**src/rtl/cmd_master_if.sv**
```systemverilog
// Host-side and UART-side signal bundle for cmd_master.
// The arg/arg_en pair exists only when CMD_MASTER_ARG_EN is defined.
interface cmd_master_if;
  logic       start;
  logic [7:0] cmd;
  logic [7:0] reply_len;
`ifdef CMD_MASTER_ARG_EN
  logic [7:0] arg;
  logic       arg_en;
`endif
  logic       busy;
  logic       done;
  logic       timeout_err;
  logic [7:0] tx_data;
  logic       tx_start;
  logic       tx_active;
  logic       tx_done;
  logic [7:0] rx_data;
  logic       rx_ready;
  logic [7:0] reply_byte;
  logic       reply_valid;
  logic [7:0] reply_cnt;
  logic [7:0] checksum;

  modport master (
`ifdef CMD_MASTER_ARG_EN
    input  arg, arg_en,
`endif
    input  start, cmd, reply_len, tx_active, tx_done, rx_data, rx_ready,
    output busy, done, timeout_err, tx_data, tx_start,
    output reply_byte, reply_valid, reply_cnt, checksum
  );

  modport slave (
`ifdef CMD_MASTER_ARG_EN
    output arg, arg_en,
`endif
    output start, cmd, reply_len, tx_active, tx_done, rx_data, rx_ready,
    input  busy, done, timeout_err, tx_data, tx_start,
    input  reply_byte, reply_valid, reply_cnt, checksum
  );
endinterface

```
**src/rtl/cmd_master.sv**
```systemverilog
// UART command initiator: sends cmd (then arg when CMD_MASTER_ARG_EN is defined
// and arg_en was latched), then collects reply_len bytes with timeout and checksum.
module cmd_master #(
  parameter int TIMEOUT_CYCLES = 5000000,
  parameter int TO_W           = 23
) (
  input  logic         clk_50mhz,
  input  logic         reset,
  cmd_master_if.master bus
);

  localparam logic [2:0] S_IDLE    = 3'd0;
  localparam logic [2:0] S_TX_WAIT = 3'd1;
  localparam logic [2:0] S_TX_SEND = 3'd2;
  localparam logic [2:0] S_RX      = 3'd3;
  localparam logic [2:0] S_FIN     = 3'd4;

  localparam logic [TO_W-1:0] TO_LAST = TO_W'(TIMEOUT_CYCLES - 1);

  logic [2:0]      r_state;
  logic [7:0]      r_cmd;
  logic [7:0]      r_len;
  logic [TO_W-1:0] r_timer;
  logic            r_rx_q1;
  logic            r_rx_q2;
  logic            r_busy;
  logic            r_done;
  logic            r_timeout_err;
  logic            r_tx_start;
  logic [7:0]      r_tx_data;
  logic [7:0]      r_reply_byte;
  logic            r_reply_valid;
  logic [7:0]      r_reply_cnt;
  logic [7:0]      r_checksum;

  logic            w_rx_edge;
  logic [7:0]      w_cnt_next;
  logic [7:0]      w_tx_byte;
  logic            w_more_tx;

`ifdef CMD_MASTER_ARG_EN
  logic [7:0] r_arg;
  logic       r_arg_en;
  logic       r_arg_phase;

  assign w_tx_byte = r_arg_phase ? r_arg : r_cmd;
  assign w_more_tx = r_arg_en & ~r_arg_phase;
`else
  assign w_tx_byte = r_cmd;
  assign w_more_tx = 1'b0;
`endif

  // A held rx_ready level yields a single one-cycle edge.
  assign w_rx_edge  = r_rx_q1 & ~r_rx_q2;
  assign w_cnt_next = r_reply_cnt + 8'd1;

  // NOTE: every register here uses <= so all reads see pre-edge values;
  // blocking assignments would make the FSM order-dependent.
  always_ff @(posedge clk_50mhz) begin
    // NOTE: reset is synchronous and clears every register, including the
    // latched command, so a reset cycle leaves no stale transaction behind.
    if (reset) begin
      r_state       <= S_IDLE;
      r_cmd         <= 8'h00;
      r_len         <= 8'h00;
      r_timer       <= '0;
      r_rx_q1       <= 1'b0;
      r_rx_q2       <= 1'b0;
      r_busy        <= 1'b0;
      r_done        <= 1'b0;
      r_timeout_err <= 1'b0;
      r_tx_start    <= 1'b0;
      r_tx_data     <= 8'h00;
      r_reply_byte  <= 8'h00;
      r_reply_valid <= 1'b0;
      r_reply_cnt   <= 8'h00;
      r_checksum    <= 8'h00;
`ifdef CMD_MASTER_ARG_EN
      r_arg         <= 8'h00;
      r_arg_en      <= 1'b0;
      r_arg_phase   <= 1'b0;
`endif
    end else begin
      r_rx_q1       <= bus.rx_ready;
      r_rx_q2       <= r_rx_q1;
      r_done        <= 1'b0;
      r_reply_valid <= 1'b0;

      case (r_state)
        S_IDLE: begin
          if (bus.start) begin
            r_cmd         <= bus.cmd;
            r_len         <= bus.reply_len;
            r_reply_cnt   <= 8'h00;
            r_checksum    <= 8'h00;
            r_timeout_err <= 1'b0;
            r_busy        <= 1'b1;
            r_state       <= S_TX_WAIT;
`ifdef CMD_MASTER_ARG_EN
            r_arg         <= bus.arg;
            r_arg_en      <= bus.arg_en;
            r_arg_phase   <= 1'b0;
`endif
          end
        end

        S_TX_WAIT: begin
          if (!bus.tx_active) begin
            r_tx_data  <= w_tx_byte;
            r_tx_start <= 1'b1;
            r_state    <= S_TX_SEND;
          end
        end

        S_TX_SEND: begin
          if (bus.tx_active || bus.tx_done) r_tx_start <= 1'b0;
          if (bus.tx_done) begin
            if (w_more_tx) begin
              r_state <= S_TX_WAIT;
`ifdef CMD_MASTER_ARG_EN
              r_arg_phase <= 1'b1;
`endif
            end else if (r_len != 8'h00) begin
              r_timer <= '0;
              r_state <= S_RX;
            end else begin
              r_busy  <= 1'b0;
              r_done  <= 1'b1;
              r_state <= S_FIN;
            end
          end
        end

        S_RX: begin
          // A byte arriving on the terminal-count cycle takes priority.
          if (w_rx_edge) begin
            r_reply_byte  <= bus.rx_data;
            r_reply_valid <= 1'b1;
            r_reply_cnt   <= w_cnt_next;
            r_checksum    <= r_checksum + bus.rx_data;
            r_timer       <= '0;
            if (w_cnt_next == r_len) begin
              r_busy  <= 1'b0;
              r_done  <= 1'b1;
              r_state <= S_FIN;
            end
          end else if (r_timer == TO_LAST) begin
            r_timeout_err <= 1'b1;
            r_busy        <= 1'b0;
            r_done        <= 1'b1;
            r_state       <= S_FIN;
          end else begin
            r_timer <= r_timer + TO_W'(1);
          end
        end

        S_FIN:   r_state <= S_IDLE;
        default: r_state <= S_IDLE;
      endcase
    end
  end

  assign bus.busy        = r_busy;
  assign bus.done        = r_done;
  assign bus.timeout_err = r_timeout_err;
  assign bus.tx_data     = r_tx_data;
  assign bus.tx_start    = r_tx_start;
  assign bus.reply_byte  = r_reply_byte;
  assign bus.reply_valid = r_reply_valid;
  assign bus.reply_cnt   = r_reply_cnt;
  assign bus.checksum    = r_checksum;

endmodule
```
**src/flat_wrapper.sv**
```systemverilog
// flat-port wrapper written by rule: the top's interface ports become plain ports
module cmd_master_flat 
#(
  parameter int TIMEOUT_CYCLES = 5000000,
  parameter int TO_W           = 23
)
  (clk_50mhz, reset, bus_start, bus_cmd, bus_reply_len, bus_tx_active, bus_tx_done, bus_rx_data, bus_rx_ready, bus_busy, bus_done, bus_timeout_err, bus_tx_data, bus_tx_start, bus_reply_byte, bus_reply_valid, bus_reply_cnt, bus_checksum);
  cmd_master_if bus_i ();
  input  logic clk_50mhz;
  input  logic reset;
  input wire logic [$bits(bus_i.start)-1:0] bus_start;
  input wire logic [$bits(bus_i.cmd)-1:0] bus_cmd;
  input wire logic [$bits(bus_i.reply_len)-1:0] bus_reply_len;
  input wire logic [$bits(bus_i.tx_active)-1:0] bus_tx_active;
  input wire logic [$bits(bus_i.tx_done)-1:0] bus_tx_done;
  input wire logic [$bits(bus_i.rx_data)-1:0] bus_rx_data;
  input wire logic [$bits(bus_i.rx_ready)-1:0] bus_rx_ready;
  output wire logic [$bits(bus_i.busy)-1:0] bus_busy;
  output wire logic [$bits(bus_i.done)-1:0] bus_done;
  output wire logic [$bits(bus_i.timeout_err)-1:0] bus_timeout_err;
  output wire logic [$bits(bus_i.tx_data)-1:0] bus_tx_data;
  output wire logic [$bits(bus_i.tx_start)-1:0] bus_tx_start;
  output wire logic [$bits(bus_i.reply_byte)-1:0] bus_reply_byte;
  output wire logic [$bits(bus_i.reply_valid)-1:0] bus_reply_valid;
  output wire logic [$bits(bus_i.reply_cnt)-1:0] bus_reply_cnt;
  output wire logic [$bits(bus_i.checksum)-1:0] bus_checksum;
  assign bus_i.start = bus_start;
  assign bus_i.cmd = bus_cmd;
  assign bus_i.reply_len = bus_reply_len;
  assign bus_i.tx_active = bus_tx_active;
  assign bus_i.tx_done = bus_tx_done;
  assign bus_i.rx_data = bus_rx_data;
  assign bus_i.rx_ready = bus_rx_ready;
  assign bus_busy = bus_i.busy;
  assign bus_done = bus_i.done;
  assign bus_timeout_err = bus_i.timeout_err;
  assign bus_tx_data = bus_i.tx_data;
  assign bus_tx_start = bus_i.tx_start;
  assign bus_reply_byte = bus_i.reply_byte;
  assign bus_reply_valid = bus_i.reply_valid;
  assign bus_reply_cnt = bus_i.reply_cnt;
  assign bus_checksum = bus_i.checksum;
  cmd_master #(.TIMEOUT_CYCLES(TIMEOUT_CYCLES), .TO_W(TO_W)) u_core (.clk_50mhz(clk_50mhz), .reset(reset), .bus(bus_i));
endmodule
```
**config.mk**
```make
export PLATFORM = sky130hd
export DESIGN_NAME = cmd_master_flat
export DESIGN_NICKNAME = d
export VERILOG_FILES = /design/src/rtl/cmd_master_if.sv /design/src/rtl/cmd_master.sv /design/src/flat_wrapper.sv
export SDC_FILE = /design/constraint.sdc
export NUM_CORES = 1
export LEC_CHECK = 0
export BUFFER_PORTS_ARGS = -buffer_cell sky130_fd_sc_hd__buf_2
export CORE_MARGIN = 4
export CORE_UTILIZATION = 50
export CTS_BUF_LIST = sky130_fd_sc_hd__clkbuf_2 sky130_fd_sc_hd__clkbuf_4 sky130_fd_sc_hd__clkbuf_8
export DETAILED_ROUTE_END_ITERATION = 6
export PLACE_DENSITY = 0.72
export REMOVE_ABC_BUFFERS = 1
export SETUP_SLACK_MARGIN = 0.3
export SYNTH_ARGS = -nofsm -noshare
export SYNTH_HDL_FRONTEND = slang
export SYNTH_SLANG_ARGS = --single-unit
```
**constraint.sdc**
```tcl
create_clock -name clk_50mhz -period 2.7 [get_ports clk_50mhz]
set_clock_uncertainty 0.15 [all_clocks]
set_input_delay 0.81 -clock clk_50mhz [delete_from_list [all_inputs] [get_ports clk_50mhz]]
set_output_delay 0.81 -clock clk_50mhz [all_outputs]
set_load 0.01 [all_outputs]
```
======== Word-level counts from Yosys, hierarchy flattened ========
Index checks and enable logic that the tools add are counted.
W data, S select, Z words.
storage, ports and cells
  register bits after elaboration ......... 81
  logic and storage cells ................. 95
  input port bits ......................... 30
  output and inout bits ................... 37
operators by class
  reductions and logical operators ........ 17
  add/sub/neg operators ................... 3
  bitwise logic cells ..................... 4
  muxes and demuxes ....................... 39
  equal/unequal tests ..................... 17
operators with widths
  operator                 count
  $mux W23                 4
  $pmux W23 S2             1
  $pmux W8 S2              2
  $mux W8                  3
  $add A23 B1 Y23 const B  1
  $eq A23 B23 Y1 const B   1
  $mux W3                  7
  $mux W1                  17
  $pmux W3 S4              1
  $ne A2 B2 Y1 const B     5
  $add A8 B1 Y8 const B    1
  $add A8 B8 Y8            1
  $eq A8 B8 Y1             1
  $ne A2 B1 Y1 const B     4
  $reduce_and A4 Y1        2
  $reduce_bool A8 Y1       1
  $eq A3 B2 Y1 const B     2
  $pmux W1 S2              3
  $reduce_and A2 Y1        3
  $reduce_and A3 Y1        2
  $reduce_and A6 Y1        1
  $reduce_bool A2 Y1       3
  $reduce_and A5 Y1        1
  $eq A3 B1 Y1 const B     1
  other kinds (10)         12

======== Depth between registers and ports, before layout ========
Gate-level depths: netlist of run 1.
  depth after elaboration ................. 5
  gate-level depth with buffers ........... 8
  gate-level depth less buffers ........... 8

======== Worst setup path after synthesis of run 1 ========
Ideal clock, no wire load.
  path kind ............................... input to register
  from .................................... input bus_rx_data[0]
  to ...................................... register u_core.r_checksum[6], in the netlist u_core.bus.checksum[6]
  library setup time ...................... 0.130 ns
  slack ................................... 0.221 ns
  arrival time ............................ 2.199 ns
  data required time ...................... 2.420 ns
  buffers on the path ..................... 0
  cell stages on the path ................. 8
  cells stage by stage .................... ha_1 -> fa_1 -> a21o_1 -> a21oi_1 -> o21ai_0 -> a21oi_1 -> xor2_1 -> o31ai_1
on the way
  word-level cells in the longest chain between the ends .. 3
RTL lines
  what                  RTL line            text
  from (decl)           flat_wrapper.sv:16  input wire logic [$bits(bus_i.rx_data)-1:0] bus_rx_data;
  $add A8 B8 Y8         cmd_master.sv:140   r_checksum <= r_checksum + bus.rx_data;
  $mux W8               cmd_master.sv:136   if (w_rx_edge) begin
  $pmux W8 S2           cmd_master.sv:89    case (r_state)
  to (signal assigned)  cmd_master.sv:140
  to (decl)             cmd_master.sv:34    logic [7:0] r_checksum;
No other way between the ends. The select of a mux whose other input is x is not followed.
A chain may end at the register's enable or synchronous reset.

======== Worst setup path in the final report of run 1 ========
  from .................................... register u_core.r_timer[5]
  to ...................................... register u_core.r_timer[13]
on the way
  word-level cells in the longest chain between the ends .. 4
  elaborated cells between the ends (all ways) .. 7
  classes of those cells .................. add/sub (1); eq/ne (2); mux (3); reduce/logical (1)
RTL lines
  what                    RTL line           text
  from (decl)             cmd_master.sv:23   logic [TO_W-1:0] r_timer;
  from (signal assigned)  cmd_master.sv:153  r_timer <= r_timer + TO_W'(1);
  $add A23 B1 Y23         cmd_master.sv:153
  $mux W23                cmd_master.sv:147  end else if (r_timer == TO_LAST) begin
  $mux W23                cmd_master.sv:136
  $pmux W23 S2            cmd_master.sv:89
Parallel ways exist; a longest one is shown, timed or not. The select of a mux whose other input is x is not followed.

==> out/qor.tcl, run 1 <==
set qor(status) {completed}
set qor(cts.sinks) 81
set qor(yosysTopAreaCellShare) 0.416
set qor(synth_warnings) 0
set qor(critPathCaptureType) {register}
set qor(synthFlopType) {dfxtp_1}
set qor(fmaxAchievable_mhz) 432
set qor(crit_path_max_incr_delay_ps) 500
set qor(placedCellCount) 644
set qor(postSynth.asyncResetShare) 0
set qor(worst_hold_path_type) {reg -> reg}
set qor(power_per_cell_area_mw_per_mm2) 529
set qor(finalHoldViolCount) 0
set qor(setup.worst_path.class) {reg -> reg}
set qor(area_growth_pct) 19.0
set qor(mappedNetlistArea_mm2) 0.00390
set qor(cts_tree) {yes}
set qor(critPathLaunchType) {register}
set qor(gp_congestion) 0.785
set qor(synthDistinctLibCells) 50
set qor(total_leakage_power_nw) 1.84
set qor(leading_cell_types_by_total_area_after_synthesis) {dfxtp_1 42%, nand2_1 8.4%, a21oi_1 7.6%}
set qor(stdcell_count) 662
set qor(coreArea_mm2) 0.00741
set qor(setup_viols_final) 0
set qor(rows) 31
set qor(synth_sequential_area_ratio) 0.416
set qor(number_of_h_tree_branching_levels) 3
set qor(cts_hold_buffers) 0
set qor(dieHeight_um) 96.3
set qor(numPortBuffers) 66
set qor(cts-root-buf) {clkbuf_8}
set qor(pre_cts_ws_ps) 17.1
set qor(detailed_place.area_mm2) 0.00439
set qor(worst_path_most_repeated_cell) {nor4_4}
set qor(num_vias) 3604
set qor(drive_gt1_frac) 0.222
set qor(routed_via_density) 5.44
set qor(antenna_cells) 0
set qor(grt_setup_unrepaired) {yes}
set qor(design_power_total_mw) 2.46
set qor(synth_largest_area_cell) {dfxtp_1}
set qor(max_cap_violations) 0
set qor(grt_first_pass_wirelength_mm) 15.3
set qor(grt_pass1_vias) 3443
set qor(path_clk_slew_ps) 80
set qor(required_ps) 2780
set qor(synthMostInstantiatedCell) {nand2_1}
set qor(finalNetCount) 598
set qor(initial_antenna_violation_count) 0
set qor(effective_utilization_at_floorplan) 0.527
set qor(fin_tns_setup_ps) 0
set qor(die-area_mm2) 0.00928
set qor(first_iter_violations) 149
set qor(critical_path.slowest_cell) {or4_4}
set qor(place_hpwl_mm) 6.51
set qor(post_synth_most_frequent_cells) {87 x nand2_1, 81 x dfxtp_1, 59 x a21oi_1}
set qor(post_synth_inst_count) 487
set qor(cts_made_buffers) 9
set qor(drt_drc_violations_left) 0
set qor(maximum_net_fanout_on_the_critical_path) 5
set qor(wirelength_per_cell_um) 14.1
set qor(worst_slew_pin_slew_ps) 511
set qor(layout_min_cycle_time_ps) 2310
set qor(grt_remaining_overflow) 0
set qor(detail_route.first_pass.iterations) 4
set qor(crit_chain) {nand2_2 -> or4_4 -> nor4_4 -> nor4_4 -> nand3_1 -> mux2_1}
set qor(minimum_setup_slack_in_the_final_design_ps) 388
set qor(longest_clk_path_bufs) 2
set qor(drt-total-wl_mm) 9.31
set qor(utilization) 0.627
set qor(postRouteAntennaNets) 0
set qor(grt_usage) 0.207
set qor(hold-worst-slack_ps) 302
set qor(final_min_period_over_clock_period) 0.856
set qor(max-slew-margin-rel) 0.658
set qor(chipWidth_um) 96.3
set qor(cp_num_buf_inv) 0
set qor(crit_family) {simple AND/OR/NAND/NOR gates}
set qor(clock_latency_ps) 350
set qor(io_pins) 67
set qor(timing.final.max_slew_violations) 0
set qor(irDropWorstVdd_uv) 265
set qor(syn_area_per_cell_um2) 8.01
set qor(finish.instance_area_mm2) 0.00465
set qor(filler_cell_count) 712
set qor(worst_ep_arrival_time_ps) 2390
set qor(synth-seq-cells) 81
set qor(grt_start_max_net_pins) 47
set qor(synth_edf_count) 0
[cell type report]
cell class | count | area (µm²) | share of cell area
Inverter | 10 | 37.5 | 0.00808
Clock inverter | 6 | 82.6 | 0.0178
Clock buffer | 10 | 131 | 0.0283
Tap cell | 99 | 124 | 0.0267
Multi-Input combinational cell | 370 | 2150 | 0.462
Timing Repair Buffer | 86 | 497 | 0.107
Sequential cell | 81 | 1630 | 0.350
[tightest hold or removal path: cells and delay by family (launching register included)]
kind	cells	cell delay, ps
flops	1	310
simple gates	1	50
compound gates	1	50
[kinds of logic (layout without fill, tap and decap cells)]
group	Yosys count	in the layout	share of synthesized area
AND/OR/NAND/NOR	230	230	0.293
AO/OA/AOI/OAI	99	99	0.147
flip-flops	81	81	0.416
buffers and inverters	36	112	0.0391
XOR/XNOR	28	28	0.0628
adder cells (fa/ha/maj)	10	10	0.0340
multiplexers	3	3	0.00866
[final timing paths]
path,startpoint,end,slack (ps),cells after the start
worst max-delay path,u_core.r_timer[5]$_SDFFE_PP0P_,u_core.r_timer[13]$_SDFFE_PP0P_,390,6
worst min-delay path,u_core.bus.tx_data[4]$_SDFFE_PP0P_,u_core.bus.tx_data[4]$_SDFFE_PP0P_,300,2
worst max register to register,u_core.r_timer[5]$_SDFFE_PP0P_,u_core.r_timer[13]$_SDFFE_PP0P_,390,6
worst min register to register,u_core.bus.tx_data[4]$_SDFFE_PP0P_,u_core.bus.tx_data[4]$_SDFFE_PP0P_,300,2
[per-layer routing]
| metal | global-route usage | up-vias | part of all wire |
|---|---|---|---|
| li1 | - | 1827 | - |
| met1 | 0.259 | 1696 | 0.46 |
| met5 | 0 | - | 0 |
| met2 | 0.350 | 68 | 0.48 |
| met3 | 0.0399 | 13 | 0.042 |
| met4 | 0.0853 | 0 | 0.019 |
[placed cells by master (no fill, tap or decap), types with 3 or more instances in the layout]
cell       n
nand2_1   87
dfxtp_1   77
buf_2     66
a21oi_1   58
nor2_1    42
nand3_1   26
xnor2_1   22
buf_4     18
o21ai_0   13
nor3_1    11
inv_1     10
clkbuf_8   9
nor2b_1    8
nor4_1     8
ha_1       8
a21o_1     7
xor2_1     6
nand4_1    6
nor4b_1    6
and3_1     5
or3_1      5
and2_1     4
nand3b_1   4
dfxtp_2    4
a21oi_2    3
a31oi_1    3
clkinv_2   3
[report_power, final]
group | total [mW] | switching (mW) | leakage [nW] | internal (mW)
Combinational | 0.248 | 0.150 | 1.07 | 0.0977
Clock | 0.960 | 0.433 | 0.109 | 0.527
Sequential | 1.25 | 0.0270 | 0.658 | 1.22
[flip-flops by register name, indices dropped and copies added (netlist names), 3 cells and up]
signal,count
u_core.bus.checksum,8
u_core.bus.reply_byte,8
u_core.bus.reply_cnt,8
u_core.bus.tx_data,8
u_core.r_cmd,8
u_core.r_len,8
u_core.r_state,3
u_core.r_timer,23
[repair_timing]
action	4_1_cts	5_1_grt
buffers inserted	1	1
endpoints found under the setup margin	2	21
pin swaps	1	3
gates resized for setup	2	8
Note: power is estimated with default switching activity, not from simulation.
==> inputs of run 2 (changes only) <==
CORE_UTILIZATION = 30   (was 50)
PLACE_DENSITY = default   (was 0.72)
TNS_END_PERCENT = 100   (was default)
==> out/qor.tcl, run 2 (synthesis gave the netlist of run 1 again) <==
set qor(coreArea_mm2) 0.0127 ;# was 0.00741 mm²
set qor(drt-total-wl_mm) 9.67 ;# was 9.31 mm
set qor(finalNetCount) 599 ;# was 598
set qor(clock_latency_ps) 340 ;# was 350 ps
set qor(max_cap_violations) 0 ;# unchanged
set qor(total_leakage_power_nw) 1.84 ;# about the same
set qor(numPortBuffers) 66 ;# unchanged
set qor(wirelength_per_cell_um) 13.1 ;# was 14.1 µm
set qor(die-area_mm2) 0.0149 ;# was 0.00928 mm²
set qor(setup_viols_final) 0 ;# unchanged
set qor(antenna_cells) 0 ;# unchanged
set qor(area_growth_pct) 21.4 ;# was 19.0%
set qor(io_pins) 67 ;# unchanged
set qor(routed-wl-met3_um) 469 ;# was 391 µm
set qor(drive_gt1_frac) 0.222 ;# about the same
set qor(longest_clk_path_bufs) 2 ;# unchanged
set qor(detailed_place.area_mm2) 0.00447 ;# was 0.00439 mm²
set qor(commonest_cells_after_routing_fill_and_taps_aside) {87 x nand2_1, 79 x dfxtp_1, 66 x buf_2} ;# was 87 x nand2_1, 77 x dfxtp_1, 66 x buf_2
set qor(path_clk_slew_ps) 80 ;# about the same
set qor(first_iter_violations) 185 ;# was 149
set qor(ff_latch_area_mm2) 0.00162 ;# was 0.00163 mm²
set qor(status) {completed} ;# unchanged
set qor(power_per_cell_area_mw_per_mm2) 513 ;# was 529 mW/mm²
set qor(effective_utilization_at_floorplan) 0.308 ;# was 0.527
set qor(timing.final.max_slew_violations) 0 ;# unchanged
set qor(largest_register) {u_core.r_timer} ;# unchanged
set qor(rows) 41 ;# was 31
set qor(grt_pass1_vias) 3298 ;# was 3443
set qor(finalHoldViolCount) 0 ;# unchanged
set qor(fin_tns_setup_ps) 0 ;# unchanged
set qor(layout_min_cycle_time_ps) 2260 ;# was 2310 ps
set qor(largest_register_ff_count) 23 ;# unchanged
set qor(filler_cell_count) 1316 ;# was 712
set qor(finish.instance_area_mm2) 0.00474 ;# was 0.00465 mm²
set qor(mostFrequentLayoutCell) {nand2_1} ;# unchanged
set qor(max-slew-margin-rel) 0.646 ;# was 0.658
set qor(grt_start_max_net_pins) 61 ;# was 47
set qor(initial_antenna_violation_count) 0 ;# unchanged
set qor(place_hpwl_mm) 6.91 ;# was 6.51 mm
set qor(setup.worst_path.class) {reg -> reg} ;# unchanged
set qor(topRoutingLayerUsed) {met4} ;# unchanged
set qor(design_power_total_mw) 2.43 ;# was 2.46 mW
set qor(cts_made_buffers) 9 ;# unchanged
set qor(rr_worst_depth) 7 ;# was 6
set qor(worst_ep_arrival_time_ps) 2350 ;# was 2390 ps
set qor(worstSetupEndpoint) {u_core.r_state[1]$_SDFFE_PP0P_} ;# was u_core.r_timer[13]$_SDFFE_PP0P_
set qor(pre_cts_ws_ps) -1.88 ;# was 17.1 ps
set qor(drt_drc_violations_left) 0 ;# unchanged
set qor(num_vias) 3522 ;# was 3604
set qor(utilization) 0.374 ;# was 0.627
set qor(grt_usage) 0.133 ;# was 0.207
set qor(r2r_setup_slack_ps) 440 ;# was 390 ps
set qor(detail_route.first_pass.iterations) 4 ;# unchanged
set qor(stdcell_count) 736 ;# was 662
set qor(multi_input_comb_area_mm2) 0.00215 ;# about the same
set qor(grt_first_pass_wirelength_mm) 16.1 ;# was 15.3 mm
set qor(worst_r2r_startpoint) {u_core.r_timer[0]$_SDFFE_PP0P_} ;# was u_core.r_timer[5]$_SDFFE_PP0P_
set qor(m1_wire_length_mm) 4.46 ;# was 4.28 mm
set qor(worstSetupStartpoint) {u_core.r_timer[0]$_SDFFE_PP0P_} ;# was u_core.r_timer[5]$_SDFFE_PP0P_
set qor(dieHeight_um) 122 ;# was 96.3 µm
set qor(irDropWorstVdd_uv) 174 ;# was 265 µV
set qor(cts-root-buf) {clkbuf_8} ;# unchanged
set qor(hold-worst-slack_ps) 304 ;# was 302 ps
set qor(postRouteAntennaNets) 0 ;# unchanged
set qor(critPathLaunchType) {register} ;# unchanged
set qor(worst_slew_pin_slew_ps) 529 ;# was 511 ps
set qor(met2_wirelength_mm) 4.65 ;# was 4.46 mm
set qor(required_ps) 2790 ;# was 2780 ps
set qor(worst_hold_path_type) {reg -> reg} ;# unchanged
set qor(cts_hold_buffers) 0 ;# unchanged
set qor(maximum_net_fanout_on_the_critical_path) 5 ;# unchanged
set qor(minimum_setup_slack_in_the_final_design_ps) 436 ;# was 388 ps
set qor(grt_remaining_overflow) 0 ;# unchanged
set qor(critPathCaptureType) {register} ;# unchanged
set qor(chipWidth_um) 122 ;# was 96.3 µm
set qor(cts_tree) {yes} ;# unchanged
set qor(grt_setup_unrepaired) {yes} ;# unchanged
set qor(end_of_the_worst_register_to_register_path) {u_core.r_state[1]$_SDFFE_PP0P_} ;# was u_core.r_timer[13]$_SDFFE_PP0P_
set qor(placedCellCount) 716 ;# was 644
set qor(final_min_period_over_clock_period) 0.838 ;# was 0.856
set qor(fmaxAchievable_mhz) 442 ;# was 432 MHz
set qor(gp_congestion) 0.802 ;# was 0.785
set qor(number_of_h_tree_branching_levels) 3 ;# unchanged
set qor(routed_via_density) 4.79 ;# was 5.44
set qor(cts.sinks) 81 ;# unchanged
[run 2: repair_timing]
item	4_1_cts	5_1_grt
hold endpoints to repair	0	0
resized for setup	0	8
setup endpoints to repair	1	25
pin swaps	1	3
setup buffers	2	2
[run 2: worst max-delay path, cell delays in order (launching register included)]
cell and delay, ps:
dfxtp_1 380, ha_1 190, nand3_2 120, or2_2 360, nor3_1 250, o32ai_1 160, nor3_2 190, mux2_2 350
[run 2: worst min-delay path by stage]
stage / start / endpoint / depth (start not counted)
floorplan: u_core.r_cmd[0]$_SDFFE_PP0P_ / u_core.bus.tx_data[0]$_SDFFE_PP0P_ / 2
global placement: u_core.r_cmd[3]$_SDFFE_PP0P_ / u_core.bus.tx_data[3]$_SDFFE_PP0P_ / 2
detailed placement: u_core.r_cmd[0]$_SDFFE_PP0P_ / u_core.bus.tx_data[0]$_SDFFE_PP0P_ / 2
CTS: u_core.r_cmd[0]$_SDFFE_PP0P_ / u_core.bus.tx_data[0]$_SDFFE_PP0P_ / 2
global route: u_core.bus.reply_byte[7]$_SDFFE_PP0P_ / u_core.bus.reply_byte[7]$_SDFFE_PP0P_ / 2
finish: u_core.bus.reply_byte[7]$_SDFFE_PP0P_ / u_core.bus.reply_byte[7]$_SDFFE_PP0P_ / 2
[run 2: cell type report]
type / instances / area share
Timing Repair Buffer: 87 / 0.106
Tap cell: 172 / 0.0454
Sequential cell: 81 / 0.343
Clock buffer: 12 / 0.0335
Inverter: 10 / 0.00792
Multi-Input combinational cell: 370 / 0.454
Clock inverter: 4 / 0.0108
[run 2: report_power, final]
| group | switching [mW] | internal, mW | leakage (nW) |
|---|---|---|---|
| registers | 0.0299 | 1.22 | 0.657 |
| logic | 0.148 | 0.0971 | 1.07 |
| clock network | 0.442 | 0.489 | 0.106 |
| total | 0.621 | 1.81 | 1.84 |
[run 2: layer usage]
layer	track usage	vias to the layer above
met5	0	-
met4	0.0336	0
met3	0.0376	6
met2	0.217	61
met1	0.173	1625
li1	-	1830
==> inputs of run 3 (changes only) <==
clock period = 1.8 ns   (was 2.7 ns; I/O delays follow)
==> out/qor.tcl, run 3 (synthesis gave the netlist of run 1 again) <==
set qor(status) {finished, violations left} ;# was completed
set qor(violations) {negative setup slack}
set qor(hold-worst-slack_ps) 269 ;# was 304 ps
set qor(max-slew-margin-rel) 0.709 ;# was 0.646
set qor(die-area_mm2) 0.0149 ;# unchanged
set qor(stdcell_count) 849 ;# was 736
set qor(filler_cell_count) 1134 ;# was 1316
set qor(rows) 41 ;# unchanged
set qor(maximum_net_fanout_on_the_critical_path) 5 ;# unchanged
set qor(minimum_setup_slack_in_the_final_design_ps) -382 ;# was 436 ps
set qor(largest_register) {u_core.r_timer} ;# unchanged
set qor(design_power_total_mw) 4.01 ;# was 2.43 mW
set qor(cts_made_buffers) 9 ;# unchanged
set qor(finalNetCount) 713 ;# was 599
set qor(max_cap_violations) 0 ;# unchanged
set qor(cts-root-buf) {clkbuf_8} ;# unchanged
set qor(cts.sinks) 81 ;# unchanged
set qor(dieHeight_um) 122 ;# unchanged
set qor(place_hpwl_mm) 7.94 ;# was 6.91 mm
set qor(longest_clk_path_bufs) 2 ;# unchanged
set qor(drt-total-wl_mm) 12.4 ;# was 9.67 mm
set qor(effective_utilization_at_floorplan) 0.308 ;# unchanged
set qor(utilization) 0.527 ;# was 0.374
set qor(first_iter_violations) 205 ;# was 185
set qor(grt_usage) 0.160 ;# was 0.133
set qor(largest_register_ff_count) 23 ;# unchanged
set qor(num_vias) 4180 ;# was 3522
set qor(antenna_cells) 0 ;# unchanged
set qor(layout_min_cycle_time_ps) 2180 ;# was 2260 ps
set qor(worst_ep_arrival_time_ps) 2290 ;# was 2350 ps
set qor(grt_setup_unrepaired) {yes} ;# unchanged
set qor(routed_via_density) 4.92 ;# was 4.79
set qor(critPathLaunchType) {register} ;# unchanged
set qor(chipWidth_um) 122 ;# unchanged
set qor(irDropWorstVdd_uv) 322 ;# was 174 µV
set qor(clock_latency_ps) 350 ;# was 340 ps
set qor(number_of_h_tree_branching_levels) 3 ;# unchanged
set qor(initial_antenna_violation_count) 0 ;# unchanged
set qor(worst_hold_path_type) {in -> reg} ;# was reg -> reg
set qor(total_leakage_power_nw) 2.63 ;# was 1.84 nW
set qor(coreArea_mm2) 0.0127 ;# unchanged
set qor(detail_route.first_pass.iterations) 7 ;# was 4
set qor(critPathCaptureType) {register} ;# unchanged
set qor(commonest_cells_after_routing_fill_and_taps_aside) {87 x buf_4, 68 x nand2_1, 66 x buf_6} ;# was 87 x nand2_1, 79 x dfxtp_1, 66 x buf_2
set qor(io_pins) 67 ;# unchanged
set qor(timing.final.max_slew_violations) 0 ;# unchanged
set qor(path_clk_slew_ps) 80 ;# about the same
set qor(power_per_cell_area_mw_per_mm2) 601 ;# was 513 mW/mm²
set qor(pre_cts_ws_ps) -637 ;# was -1.88 ps
set qor(finalHoldViolCount) 0 ;# unchanged
set qor(placedCellCount) 801 ;# was 716
set qor(drt_drc_violations_left) 0 ;# unchanged
set qor(worst_slew_pin_slew_ps) 435 ;# was 529 ps
set qor(numPortBuffers) 66 ;# unchanged
set qor(grt_start_max_net_pins) 61 ;# unchanged
set qor(setup_viols_final) 30 ;# was 0
set qor(fmaxAchievable_mhz) 458 ;# was 442 MHz
set qor(cts_tree) {yes} ;# unchanged
set qor(gp_congestion) 0.847 ;# was 0.802
set qor(area_growth_pct) 71.0 ;# was 21.4%
set qor(cts_hold_buffers) 0 ;# unchanged
set qor(drive_gt1_frac) 0.544 ;# was 0.222
set qor(postRouteAntennaNets) 0 ;# unchanged
set qor(grt_first_pass_wirelength_mm) 19.3 ;# was 16.1 mm
set qor(required_ps) 1910 ;# was 2790 ps
set qor(wirelength_per_cell_um) 14.6 ;# was 13.1 µm
set qor(final_min_period_over_clock_period) 1.21 ;# was 0.838
set qor(mostFrequentLayoutCell) {buf_4} ;# was nand2_1
set qor(grt_remaining_overflow) 0 ;# unchanged
set qor(grt_pass1_vias) 4139 ;# was 3298
set qor(setup.worst_path.class) {reg -> reg} ;# unchanged
run 3: path summary, 6_finish.rpt:
kind | start | to | slack, ps | cells past startpoint
max | u_core.bus.reply_cnt[1]$_SDFFE_PP0P_ | u_core.r_state[2]$_SDFFE_PP0P_ | -380 | 8
min reg2reg | u_core.r_cmd[1]$_SDFFE_PP0P_ | u_core.bus.tx_data[1]$_SDFFE_PP0P_ | 300 | 2
min | bus_reply_len[0] | u_core.r_len[0]$_SDFFE_PP0P_ | 270 | 3
max reg2reg | u_core.bus.reply_cnt[1]$_SDFFE_PP0P_ | u_core.r_state[2]$_SDFFE_PP0P_ | -380 | 8
run 3: critical path, cell delays in order (launching register included):
cell and delay (ps):
dfxtp_2 340, ha_4 170, nor2b_4 120, or3_1 300, a31oi_1 160, a41oi_2 160, nor3_2 310, buf_4 170
nor4b_2 180
run 3: per-layer routing:
layer,track usage,vias to the layer above,routed length [µm]
li1,-,2067,-
met4,0.0448,0,224
met3,0.0316,20,476
met5,0,-,0
met1,0.190,2008,5160
met2,0.291,85,6570
run 3: repair_timing:
| item | 4_1_cts | 5_1_grt |
|---|---|---|
| endpoints found under the setup margin | 112 | 114 |
| gates cloned | 3 | 1 |
| pin swaps | 52 | 47 |
| gates resized for setup | 163 | 97 |
| buffers inserted | 20 | 9 |
run 3: final cells by class:
cell class                      count  area (µm²)  area share
Clock inverter                      5        81.3      0.0122
Clock buffer                       10         131      0.0197
Timing Repair Buffer              201        1850       0.277
Inverter                           10        37.5     0.00563
Tap cell                          172         215      0.0323
Sequential cell                    81        1690       0.254
Multi-Input combinational cell    370        2670       0.400
run 3: per-stage QoR:
stage          setup TNS, ps  cell area, µm²
2_1_floorplan         -20240            3790
3_3_place_gp          -11240            5150
3_5_place_dp          -12640            5150
4_1_cts                -7790            6190
5_1_grt               -10550            6670
6_report               -8210            6670
run 3: power by group:
group | switching, mW | leakage, nW | internal (mW)
sequential | 0.0342 | 0.680 | 1.83
clock | 0.668 | 0.106 | 0.790
combinational | 0.347 | 1.84 | 0.340
total | 1.05 | 2.63 | 2.96
